--- config.mk ---
export PLATFORM = sky130hd
export DESIGN_NAME = mmu_arb
export DESIGN_NICKNAME = d
export VERILOG_FILES = /design/src/rtl/mmu_arb_pkg.sv /design/src/rtl/mmu_arb_sel.sv /design/src/rtl/mmu_arb.sv
export SDC_FILE = /design/constraint.sdc
export NUM_CORES = 1
export LEC_CHECK = 0
export BUFFER_PORTS_ARGS = -buffer_cell sky130_fd_sc_hd__buf_2
export CAP_MARGIN = 20
export CELL_PAD_IN_SITES_DETAIL_PLACEMENT = 1
export CELL_PAD_IN_SITES_GLOBAL_PLACEMENT = 1
export CORE_MARGIN = 2
export CORE_UTILIZATION = 36
export CTS_BUF_LIST = sky130_fd_sc_hd__clkbuf_16
export CTS_CLUSTER_SIZE = 25
export DETAILED_ROUTE_END_ITERATION = 10
export PLACE_DENSITY = 0.89
export SYNTH_ARGS = -nofsm -noshare
export SYNTH_HDL_FRONTEND = slang
export SYNTH_HIERARCHICAL = 1
export SYNTH_SLANG_ARGS = --single-unit
--- constraint.sdc ---
create_clock -name clk -period 4.6 [get_ports clk]
set_input_delay 0.92 -clock clk [delete_from_list [all_inputs] [get_ports clk]]
set_output_delay 0.92 -clock clk [all_outputs]
set_load 0.02 [all_outputs]
--- src/rtl/mmu_arb_pkg.sv ---
// Shared definitions for the MMU translation arbiter: FSM state, owner
// encoding, default parameter values and a counter-width helper.
package mmu_arb_pkg;

    typedef enum logic [1:0] {
        ST_IDLE  = 2'd0,
        ST_WAIT  = 2'd1,
        ST_DRAIN = 2'd2
    } state_t;

    typedef enum logic {
        OWN_IF = 1'b0,
        OWN_LS = 1'b1
    } owner_t;

    localparam int DEF_VA_WIDTH     = 48;
    localparam int DEF_PA_WIDTH     = 56;
    localparam int DEF_STARVE_LIMIT = 4;
    localparam int DEF_TIMEOUT      = 64;

    // Bits needed to hold the values 0..max_val inclusive.
    function automatic int cnt_width(input int max_val);
        return (max_val < 1) ? 1 : $clog2(max_val + 1);
    endfunction

endpackage

--- src/rtl/mmu_arb_sel.sv ---
// Requester selector: LS wins by default, IF wins when it is the only
// requester or once it has been denied STARVE_LIMIT arbitration rounds.
module mmu_arb_sel
    import mmu_arb_pkg::*;
#(
    parameter int STARVE_LIMIT = DEF_STARVE_LIMIT
) (
    input  logic clk,
    input  logic rst,
    input  logic arb_en,
    input  logic flush,
    input  logic if_valid,
    input  logic ls_valid,
    output logic grant_if,
    output logic grant_ls
);

    localparam int            SW    = cnt_width(STARVE_LIMIT);
    localparam logic [SW-1:0] LIMIT = SW'(STARVE_LIMIT);

    logic [SW-1:0] starve_cnt;
    logic          if_starved;

    assign if_starved = (starve_cnt >= LIMIT);

    // Grant decision; only meaningful while the arbiter can accept work.
    always_comb begin
        grant_if = 1'b0;
        grant_ls = 1'b0;
        if (arb_en) begin
            if (if_valid && (!ls_valid || if_starved)) begin
                grant_if = 1'b1;
            end else if (ls_valid) begin
                grant_ls = 1'b1;
            end
        end
    end

    // Starvation count: a denial is an arbitration round that IF lost to LS,
    // so cycles spent waiting on the MMU do not age the IF request.
    always_ff @(posedge clk) begin
        if (rst || flush || !if_valid || grant_if) begin
            starve_cnt <= '0;
        end else if (grant_ls && !if_starved) begin
            starve_cnt <= starve_cnt + SW'(1);
        end
    end

endmodule

--- src/rtl/mmu_arb.sv ---
// Arbiter for the shared MMU translation datapath between instruction fetch
// and load/store. One translation in flight; handles MMU response timeout
// and flush with drain of the outstanding MMU transaction.
module mmu_arb
    import mmu_arb_pkg::*;
#(
    parameter int VA_WIDTH     = DEF_VA_WIDTH,
    parameter int PA_WIDTH     = DEF_PA_WIDTH,
    parameter int STARVE_LIMIT = DEF_STARVE_LIMIT,
    parameter int TIMEOUT      = DEF_TIMEOUT
) (
    input  logic                clk,
    input  logic                rst,
    input  logic                if_req_valid,
    input  logic [VA_WIDTH-1:0] if_req_va,
    output logic                if_req_ready,
    output logic                if_rsp_valid,
    output logic [PA_WIDTH-1:0] if_rsp_pa,
    output logic                if_rsp_fault,
    input  logic                ls_req_valid,
    input  logic [VA_WIDTH-1:0] ls_req_va,
    output logic                ls_req_ready,
    output logic                ls_rsp_valid,
    output logic [PA_WIDTH-1:0] ls_rsp_pa,
    output logic                ls_rsp_fault,
    input  logic                flush,
    output logic                mmu_va_valid,
    output logic [VA_WIDTH-1:0] mmu_va,
    input  logic                mmu_pa_valid,
    input  logic [PA_WIDTH-1:0] mmu_pa,
    output logic                busy
);

    localparam int            TW      = cnt_width(TIMEOUT);
    localparam logic [TW-1:0] TO_LAST = TW'(TIMEOUT - 1);

    state_t        state;
    owner_t        owner;
    logic [TW-1:0] tmo_cnt;
    logic          arb_en;
    logic          grant_if;
    logic          grant_ls;
    logic          pa_honoured;

    assign arb_en = (state == ST_IDLE) && !flush && !rst;

    mmu_arb_sel #(
        .STARVE_LIMIT (STARVE_LIMIT)
    ) u_sel (
        .clk      (clk),
        .rst      (rst),
        .arb_en   (arb_en),
        .flush    (flush),
        .if_valid (if_req_valid),
        .ls_valid (ls_req_valid),
        .grant_if (grant_if),
        .grant_ls (grant_ls)
    );

    assign if_req_ready = grant_if;
    assign ls_req_ready = grant_ls;
    assign busy         = (state != ST_IDLE);

    // A response arriving in the issue cycle cannot belong to this request.
    assign pa_honoured = mmu_pa_valid && !mmu_va_valid;

    // Translation sequencer: accept, issue, wait/timeout, flush drain.
    always_ff @(posedge clk) begin
        if (rst) begin
            state        <= ST_IDLE;
            owner        <= OWN_IF;
            tmo_cnt      <= '0;
            mmu_va       <= '0;
            mmu_va_valid <= 1'b0;
            if_rsp_valid <= 1'b0;
            if_rsp_pa    <= '0;
            if_rsp_fault <= 1'b0;
            ls_rsp_valid <= 1'b0;
            ls_rsp_pa    <= '0;
            ls_rsp_fault <= 1'b0;
        end else begin
            mmu_va_valid <= 1'b0;
            if_rsp_valid <= 1'b0;
            if_rsp_fault <= 1'b0;
            ls_rsp_valid <= 1'b0;
            ls_rsp_fault <= 1'b0;
            case (state)
                ST_IDLE: begin
                    if (grant_if || grant_ls) begin
                        owner        <= grant_if ? OWN_IF : OWN_LS;
                        mmu_va       <= grant_if ? if_req_va : ls_req_va;
                        mmu_va_valid <= 1'b1;
                        tmo_cnt      <= '0;
                        state        <= ST_WAIT;
                    end
                end
                ST_WAIT: begin
                    if (pa_honoured) begin
                        if (!flush) begin
                            if (owner == OWN_IF) begin
                                if_rsp_valid <= 1'b1;
                                if_rsp_pa    <= mmu_pa;
                            end else begin
                                ls_rsp_valid <= 1'b1;
                                ls_rsp_pa    <= mmu_pa;
                            end
                        end
                        state <= ST_IDLE;
                    end else if (flush) begin
                        // The MMU still owes a response; drain gets a fresh budget.
                        tmo_cnt <= '0;
                        state   <= ST_DRAIN;
                    end else if (tmo_cnt == TO_LAST) begin
                        if (owner == OWN_IF) begin
                            if_rsp_valid <= 1'b1;
                            if_rsp_pa    <= '0;
                            if_rsp_fault <= 1'b1;
                        end else begin
                            ls_rsp_valid <= 1'b1;
                            ls_rsp_pa    <= '0;
                            ls_rsp_fault <= 1'b1;
                        end
                        state <= ST_IDLE;
                    end else begin
                        tmo_cnt <= tmo_cnt + TW'(1);
                    end
                end
                ST_DRAIN: begin
                    if (mmu_pa_valid || (tmo_cnt == TO_LAST)) begin
                        state <= ST_IDLE;
                    end else begin
                        tmo_cnt <= tmo_cnt + TW'(1);
                    end
                end
                default: begin
                    state <= ST_IDLE;
                end
            endcase
        end
    end

endmodule

Yosys cells after proc, flatten, opt, wreduce, memory -nomap -nowiden
Cells that the tools add are included.
{ "totals": {"reg_bits": 178, "inputBits": 158, "output_inout_bits": 168, "elab_cells": 102} }
{ "op_classes": {"addsub": 2, "n_lt_le_gt_ge": 1, "eq_ne": 13, "mux": 42, "n_bitwise": 3, "n_reduce_logical": 29} }
{ "ops": {"columns": ["op", "n"], "rows": [
  ["$mux W56", 12],
  ["$mux W48", 1],
  ["$mux W7", 5],
  ["$pmux W7 S3", 1],
  ["$mux W1", 17],
  ["$reduce_and A5 Y1", 3],
  ["$ne A2 B2 Y1 const B", 7],
  ["$mux W2", 5],
  ["$add A7 B1 Y7 const B", 1],
  ["$eq A7 B6 Y1 const B", 1],
  ["$logic_not A1 Y1", 6],
  ["$logic_or A1 B1 Y1", 6],
  ["$pmux W2 S3", 1],
  ["$logic_and A1 B1 Y1", 5],
  ["$ne A4 B4 Y1 const B", 1],
  ["$reduce_bool A2 Y1", 2],
  ["$reduce_or A2 Y1", 2],
  ["$add A3 B1 Y3 const B", 1],
  ["$ge A3 B3 Y1 const B", 1],
  ["$ne A3 B3 Y1 const B", 1],
  ["$not A1 Y1", 3],
  ["$reduce_and A3 Y1", 1],
  ["$reduce_bool A3 Y1", 1],
  ["$reduce_or A3 Y1", 1],
  ["5 further kinds", 5]
]} }

Depth between registers and ports, before layout
Gate-level depths: netlist of the first run.
{ "depth": {"ltp_word": 8, "ltp_mapped": 12, "ltp_nobuf": 11} }

Cells and area by module
The synthesis of the first run kept the hierarchy.
{ "by_module_without_submodules": {"columns": ["module", "instances", "cells_each", "area_each_um2"], "rows": [
  ["mmu_arb", 1, 807, 6932.9],
  ["mmu_arb_sel", 1, 22, 185.2]
]} }

Least setup slack after synthesis of the first run
OpenSTA, ideal clock, no wires.
{ "synth_timing": {"path_type": "input port to flip-flop", "start": "input port rst", "end": "register tmo_cnt[2]", "arrival_time_ps": 3450, "setup_slack_ps": 1034, "path_stages": 11, "cell_sequence": "buf_6 -> clkbuf_1 -> nor3_1 -> nand2_1 -> a21oi_1 -> buf_2 -> nor3b_2 -> a211o_1 -> a21oi_1 -> o21ai_0 -> a31o_2"} }
{ "synth_via": {"elab_chain_cells": 6, "elab_cells_between_ends": 7} }
{ "synth_rtl": {"columns": ["element", "line", "source"], "rows": [
  ["from (decl)", "mmu_arb.sv:13", "input logic rst,"],
  ["$logic_not A1 Y1", "mmu_arb.sv:45", "assign arb_en = (state == ST_IDLE) && !flush && !rst;"],
  ["$logic_and A1 B1 Y1", "mmu_arb.sv:45", null],
  ["via arb_en", "mmu_arb.sv:40", "logic arb_en;"],
  ["$mux W1", "mmu_arb_sel.sv:30", "if (arb_en) begin"],
  ["via if_req_ready", "mmu_arb.sv:16", "output logic if_req_ready,"],
  ["$logic_or A1 B1 Y1", "mmu_arb.sv:89", "if (grant_if || grant_ls) begin"],
  ["$ne A2 B1 Y1 (no source line)", null, null],
  ["$reduce_and A5 Y1 (no source line)", null, null],
  ["to (signal assigned)", "mmu_arb.sv:125", "tmo_cnt <= tmo_cnt + TW'(1);"],
  ["to (signal assigned)", "mmu_arb.sv:132", "tmo_cnt <= tmo_cnt + TW'(1);"],
  ["to (decl)", "mmu_arb.sv:39", "logic [TW-1:0] tmo_cnt;"]
]} }
The timed path passes the listed nets, and every way through them passes these cells.
A chain may end at the register's enable or synchronous reset.

Worst setup path after layout of the first run
{ "layout_timing": {"start": "register state[1]", "end": "output port if_req_ready"} }
{ "layout_via": {"elab_chain_cells": 4} }
{ "layout_rtl": {"columns": ["element", "line", "source"], "rows": [
  ["from (decl)", "mmu_arb.sv:37", "state_t state;"],
  ["from (signal assigned)", "mmu_arb.sv:70", "state <= ST_IDLE;"],
  ["from (signal assigned)", "mmu_arb.sv:94", "state <= ST_WAIT;"],
  ["from (signal assigned)", "mmu_arb.sv:108", "state <= ST_IDLE;"],
  ["$logic_not A2 Y1", "mmu_arb.sv:45", null],
  ["$logic_and A1 B1 Y1 (2 in a row)", "mmu_arb.sv:45", null],
  ["via arb_en", "mmu_arb.sv:40", null],
  ["$mux W1", "mmu_arb_sel.sv:30", null],
  ["to (decl)", "mmu_arb.sv:16", null]
]} }
The timed path passes the listed nets, and every way through them passes these cells.

==> results of run 1 <==
==> layer usage <==
metal  vias to the layer above  wire (µm)  GRT usage
met4                         0        758    0.09913
met1                      3310       9428     0.2452
met5                         -          0          0
met2                       262      12150     0.3999
met3                        35       1909    0.06358
li1                       3469          -          -
==> cells by family (layout without fill, tap and decap cells) <==
| logic type | after synthesis | after routing | share of synthesized area |
|---|---|---|---|
| AND/OR/NAND/NOR | 322 | 322 | 0.2057 |
| AO/OA/AOI/OAI | 190 | 190 | 0.1575 |
| flip-flops | 178 | 178 | 0.5006 |
| buffers and inverters | 81 | 379 | 0.05168 |
| multiplexers | 50 | 50 | 0.07049 |
| adder cells (fa/ha/maj) | 8 | 8 | 0.01406 |
| other | 0 | 2 | 0 |
==> flip-flops by register name (all words and copies together) (netlist names) <==
register          count
mmu_va               48
if_rsp_pa            56
state                 2
ls_rsp_valid          1
if_rsp_fault          1
u_sel/starve_cnt      3
if_rsp_valid          1
ls_rsp_fault          1
ls_rsp_pa            56
mmu_va_valid          1
tmo_cnt               7
owner                 1
==> power by group through the flow <==
stage          Clock, W  Sequential, W  Combinational [W]
2_1_floorplan         0        0.00183           0.000388
3_3_place_gp          0        0.00172           0.000779
3_5_place_dp          0        0.00172           0.000800
4_1_cts         0.00155        0.00169           0.000808
5_1_grt         0.00162        0.00170           0.000874
6_report        0.00151        0.00169           0.000800
==> through the flow <==
step                      hold slack (ns)    util  power [W]  setup WS [ns]
after floorplan                    0.4432       -   0.002215          1.034
after global placement             0.4367  0.4566   0.002497         0.9678
after detailed placement           0.4446  0.4566   0.002524         0.7953
after CTS                          0.4542  0.4884   0.004047         0.8457
after global routing               0.4706  0.4885   0.004194         0.5832
final                              0.4536  0.4887   0.003998         0.8692
==> critical path, delay by kind of cell, from the launching register on <==
kind,cells,cell delay [ns]
flip-flops,1,0.35
adder cells (fa/ha/maj),1,0.24
AND/OR/NAND/NOR,2,0.86
AO/OA/AOI/OAI,1,0.14
buffers and inverters,4,0.80
==> cell type report <==
type                            count  share of cell area
Timing Repair Buffer              338              0.1842
Antenna cell                        2           0.0005262
Tap cell                          265             0.03486
Sequential cell                   178              0.3747
Clock buffer                       17             0.04473
Multi-Input combinational cell    570              0.3371
Clock inverter                     15             0.02039
Inverter                            9            0.003552
==> synth_stat cells, drive strengths merged <==
cell type / number
dfxtp: 178
a21oi: 124
nand2: 124
nand3: 118
nor2: 54
a211oi: 49
mux2i: 49
clkbuf: 39
buf: 33
inv: 9
ha: 8
nor3: 5
a21o: 4
nand2b: 4
nor3b: 3
o211ai: 3
and2b: 2
and3: 2
nand4b: 2
nor4: 2
o211a: 2
o21ai: 2
a211o: 1
a31o: 1
a41o: 1
mux2: 1
nand3b: 1
nand4bb: 1
nor2b: 1
o21bai: 1
o22ai: 1
o31ai: 1
or3b: 1
or4: 1
or4b: 1
==> worst max path at each step <==
stage / to / slack, ns
2_1_floorplan: tmo_cnt[2] / 1.03
3_3_place_gp: tmo_cnt[2] / 0.97
3_5_place_dp: tmo_cnt[2] / 0.80
4_1_cts: if_req_ready / 0.85
5_1_grt: tmo_cnt[2] / 0.58
6_report: if_req_ready / 0.87
==> flow_metrics.env, run 1 <==
export IMPL_hp_start="if_rsp_pa[54]"
export IMPL_numCtsBuffers=17
export IMPL_portBuffers=325
export IMPL_fill_cells=2379
export IMPL_cts_hold_buf=0
export IMPL_die_area_um2=20910
export IMPL_io_pins=326
export IMPL_root_buffer="clkbuf_16"
export IMPL_yosysWarningCount=6
export IMPL_initial_core_util=0.3657
export IMPL_die_h_um=144.6
export IMPL_htreeDepth=4
export IMPL_drt_iter0_drc=262
export IMPL_setup_tns_ns=0
export IMPL_fin_crit_sh=0.8110
export IMPL_startpoint="state[1]"
export IMPL_insertion_delay_ns=0.42
export IMPL_hold_path_class="reg2reg"
export IMPL_drtAntennaViolNets=0
export IMPL_crit_top_cell="inv_1"
export IMPL_final_area_um2=9510
export IMPL_holdPathStages=2
export IMPL_holdPathEnd="if_rsp_pa[54]"
export IMPL_yosys_top_cells_area="dfxtp_1 (50%), a21oi_1 (8.7%), nand3_1 (8.3%)"
export IMPL_worst_pin_slew_ns=1.034
export IMPL_vias=7076
export IMPL_crit_required_ns=3.68
export IMPL_comb_power_share=0.200
export IMPL_gr_usage_all_layers=0.2233
export IMPL_r2r_cells=12
export IMPL_cts_tree="yes"
export IMPL_clkPwrFrac=0.378
export IMPL_reg2reg_to="tmo_cnt[2]"
export IMPL_avgSynthCellArea_um2=8.586
export IMPL_ys_seq_area_frac=0.5006
export IMPL_dp_hpwl_um=17630
export IMPL_status="finished clean"
export IMPL_post_cts_buffers=0
export IMPL_worstPathCellList="inv_1 -> ha_1 -> inv_1 -> nor3_1 -> nand2_1 -> a21oi_4 -> buf_4 -> buf_2"
export IMPL_power_frac_seq=0.422
export IMPL_first_pass_iters=4
export IMPL_swShare=0.3161
export IMPL_powerDensity_nw_per_um2=420.4
export IMPL_startpoint_type="flop"
export IMPL_peakVddDrop_v=0.0002172
export IMPL_dp_cells=1360
export IMPL_stdcell_count=1394
export IMPL_layout_drive_gt1_share=0.3381
export IMPL_rrSetupSlack_ns=0.91
export IMPL_ys_seq_elements=178
export IMPL_wl_um=24250
export IMPL_synth_top_area_share=0.5006
export IMPL_antenna_found_initial=1
export IMPL_setup_viol=0
export IMPL_arrival_ns=2.81
export IMPL_areaGrowthSynthToFinish_pct=33.61
export IMPL_crit_slowest_cell="nor3_1"
export IMPL_final_nets=1280
export IMPL_fin_skew_ns=0.01271
export IMPL_clock_path_buffers=2
export IMPL_ctsResizeCount=0
export IMPL_grt_pass1_wl_um=36200
export IMPL_drv_slew=0
export IMPL_worstSetupPathType="reg2out"
export IMPL_fmax_mhz=268.0
export IMPL_wl_per_cell_um=17.39
export IMPL_r2r_start="state[1]"
export IMPL_clk_pin_slew_worst_paths_ns=0.07
export IMPL_grt_start_max_net_pins=175
export IMPL_cts_sinks=178
export IMPL_placementRows=51
export IMPL_hold_violations=0
export IMPL_path_max_fanout=19
export IMPL_p_int_w=0.002734
export IMPL_synthesis_nets=995
export IMPL_synthDistinctLibCells=42
export IMPL_syn_inst=829
export IMPL_rsz0062_at_grt="no"
export IMPL_gr_total_overflow=0
export IMPL_p_leak_nw=4.015
export IMPL_max_stage_delay_ns=0.66
export IMPL_synth_top_area_cell="dfxtp_1"
export IMPL_core_area_um2=19460
export IMPL_relSlewSlack=0.3106
export IMPL_min_period_ns=3.731
export IMPL_seq_area_um2=3563
export IMPL_grt_pass1_vias=7030
export IMPL_multiInputGateArea_um2=3206
export IMPL_end_kind="primary output"
export IMPL_die_width_um=144.6
export IMPL_layout_common_cells="buf_2 (324), dfxtp_1 (178), nand2_1 (124)"
export IMPL_maxCapViolCount=0
export IMPL_netlist_area_um2=7118
export IMPL_final_common_cell="buf_2"
export IMPL_power_net_switching_w=0.001264
export IMPL_vias_per_cell=5.076
export IMPL_drt_drc_violations_left=0
export IMPL_place_congestion=0.8145
export IMPL_place_area_um2=8886
(Power assumes the default switching activity.)
==> run 2: changes to the inputs <==
--- a/config.mk
+++ b/config.mk
@@ -10,11 +10,11 @@
 export CELL_PAD_IN_SITES_DETAIL_PLACEMENT = 1
 export CELL_PAD_IN_SITES_GLOBAL_PLACEMENT = 1
 export CORE_MARGIN = 2
-export CORE_UTILIZATION = 36
+export CORE_UTILIZATION = 30
 export CTS_BUF_LIST = sky130_fd_sc_hd__clkbuf_16
 export CTS_CLUSTER_SIZE = 25
 export DETAILED_ROUTE_END_ITERATION = 10
-export PLACE_DENSITY = 0.89
+export PLACE_DENSITY = 0.8
 export SYNTH_ARGS = -nofsm -noshare
 export SYNTH_HDL_FRONTEND = slang
 export SYNTH_HIERARCHICAL = 1
==> constraint.sdc (replaced) <==
create_clock -name clk -period 3.27 [get_ports clk]
set_input_delay 0.654 -clock clk [delete_from_list [all_inputs] [get_ports clk]]
set_output_delay 0.654 -clock clk [all_outputs]
set_load 0.02 [all_outputs]
==> run 2 against run 1 <==
  * Worst hold slack worse by 0.0015 ns
  * Clock skew increased by 0.0035 ns
  * Routed wire length increased by 4.2%
  * Critical endpoint unchanged
  * Cell count increased by 4.7%
  * Sequential cell count stayed put
  * Critical path depth unchanged
  * Cell area rose by 2.9%
  * Largest power group unchanged
  * Count of clock-buffer cells in the layout unchanged
  * Setup slack got worse by 0.66 ns
  * Combinational power grew 49%
==> flow_metrics.env, run 2 (synthesized netlist as in run 1, its figures left out) <==
export IMPL_status="finished clean"
export IMPL_vias=7140
export IMPL_drtAntennaViolNets=0
export IMPL_die_width_um=158.0
export IMPL_maxCapViolCount=0
export IMPL_cts_tree="yes"
export IMPL_die_area_um2=24980
export IMPL_wl_um=25260
export IMPL_peakVddDrop_v=0.0004039
export IMPL_r2r_cells=11
export IMPL_antenna_found_initial=3
export IMPL_startpoint="state[0]"
export IMPL_clk_pin_slew_worst_paths_ns=0.08
export IMPL_die_h_um=158.0
export IMPL_startpoint_type="flop"
export IMPL_io_pins=326
export IMPL_gr_total_overflow=0
export IMPL_core_area_um2=23400
export IMPL_numCtsBuffers=17
export IMPL_relSlewSlack=0.3298
export IMPL_r2r_start="state[0]"
export IMPL_path_max_fanout=25
export IMPL_reg2reg_to="tmo_cnt[3]"
export IMPL_stdcell_count=1460
export IMPL_setup_tns_ns=0
export IMPL_fin_skew_ns=0.01624
export IMPL_grt_pass1_wl_um=37320
export IMPL_cts_sinks=178
export IMPL_areaGrowthSynthToFinish_pct=37.55
export IMPL_whs_ns=0.4521
export IMPL_powerDensity_nw_per_um2=581.0
export IMPL_top_regs="if_rsp_pa (56), ls_rsp_pa (56), mmu_va (48)"
export IMPL_portBuffers=325
export IMPL_fmax_mhz=326.2
export IMPL_root_buffer="clkbuf_16"
export IMPL_first_pass_iters=4
export IMPL_rrSetupSlack_ns=0.39
export IMPL_final_area_um2=9791
export IMPL_placementRows=56
export IMPL_final_nets=1292
export IMPL_layout_common_cells="buf_2 (324), dfxtp_1 (178), nand2_1 (124)"
export IMPL_worst_pin_slew_ns=1.005
export IMPL_setup_viol=0
export IMPL_arrival_ns=2.41
export IMPL_gr_usage_all_layers=0.1930
export IMPL_hold_path_class="reg2reg"
export IMPL_grt_start_max_net_pins=175
export IMPL_crit_end="if_req_ready"
export IMPL_end_kind="primary output"
export IMPL_dp_hpwl_um=18290
export IMPL_vias_per_cell=4.890
export IMPL_grt_pass1_vias=6905
export IMPL_worstSetupPathType="reg2out"
export IMPL_layout_drive_gt1_share=0.3468
export IMPL_htreeDepth=4
export IMPL_dp_cells=1425
export IMPL_final_common_cell="buf_2"
export IMPL_crit_required_ns=2.62
export IMPL_rsz0062_at_grt="no"
export IMPL_insertion_delay_ns=0.42
export IMPL_place_area_um2=9133
export IMPL_initial_core_util=0.3042
export IMPL_place_congestion=0.7749
export IMPL_wl_per_cell_um=17.30
export IMPL_fin_crit_sh=0.9374
export IMPL_drt_drc_violations_left=0
export IMPL_drv_slew=0
export IMPL_drt_iter0_drc=394
export IMPL_min_period_ns=3.065
export IMPL_hold_violations=0
export IMPL_p_leak_nw=4.117
export IMPL_clock_path_buffers=2
==> run 2: layout make-up <==
class	instances	area, µm²
multi-input combinational	570	3221
timing repair buffer	350	1951
clock inverter	15	192.7
inverter	9	33.78
clock buffer	17	425.4
antenna	2	5.005
tap	319	399.1
fill	2947	13610
sequential	178	3563
==> run 2: worst max-delay path: stages, from the launching register on <==
cell     delay (ns)
dfxtp_1        0.34
inv_1          0.12
ha_1           0.23
inv_1          0.14
nor3_4         0.27
nand2_1        0.15
a21oi_4        0.29
buf_12         0.25
buf_2          0.20
==> run 2: per-stage QoR <==
| stage | util | setup WS (ns) | total power, W |
|---|---|---|---|
| detailed placement | 0.3902 | 0.1970 | 0.003617 |
| global placement | 0.3902 | 0.3292 | 0.003588 |
| floorplan | - | 0.1263 | 0.003118 |
| global route | 0.4184 | 0.06040 | 0.005988 |
| CTS | 0.4169 | 0.09374 | 0.005770 |
| finish | 0.4184 | 0.2046 | 0.005689 |
==> run 2: how the worst min path moves through the flow <==
stage	depth (start not counted)	slack, ns	start	to
2_1_floorplan	1	0.44	tmo_cnt[6]	tmo_cnt[6]
3_3_place_gp	2	0.44	if_rsp_pa[19]	if_rsp_pa[19]
3_5_place_dp	2	0.44	ls_rsp_pa[19]	ls_rsp_pa[19]
4_1_cts	2	0.45	ls_rsp_pa[19]	ls_rsp_pa[19]
5_1_grt	2	0.47	if_rsp_pa[44]	if_rsp_pa[44]
6_report	2	0.45	if_rsp_pa[47]	if_rsp_pa[47]
==> run 2: power breakdown <==
| part | total (W) | switching, W | internal, W | leakage (nW) |
|---|---|---|---|---|
| Combinational | 0.00119 | 0.000759 | 0.000432 | 2.37 |
| Sequential | 0.00238 | 0.0000740 | 0.00230 | 1.44 |
| Clock | 0.00212 | 0.00101 | 0.00111 | 0.302 |
| Total | 0.00569 | 0.00184 | 0.00385 | 4.12 |
==> run 2: timing repair <==
item                                    in CTS  in global routing
endpoints found under the setup margin       1                  1
setup buffers                                0                  0
hold buffers                                 0                  0
pin swaps                                    0                  1
gates cloned                                 0                  1
gates resized for setup                      1                  1
==> run 2: metal layers <==
layer / vias up / GRT usage / share of wire
met2: 257 / 0.3422 / 0.49
li1: 3497 / - / -
met1: 3348 / 0.2205 / 0.40
met5: - / 0 / 0.00028
met4: 2 / 0.06650 / 0.028
met3: 36 / 0.05749 / 0.080
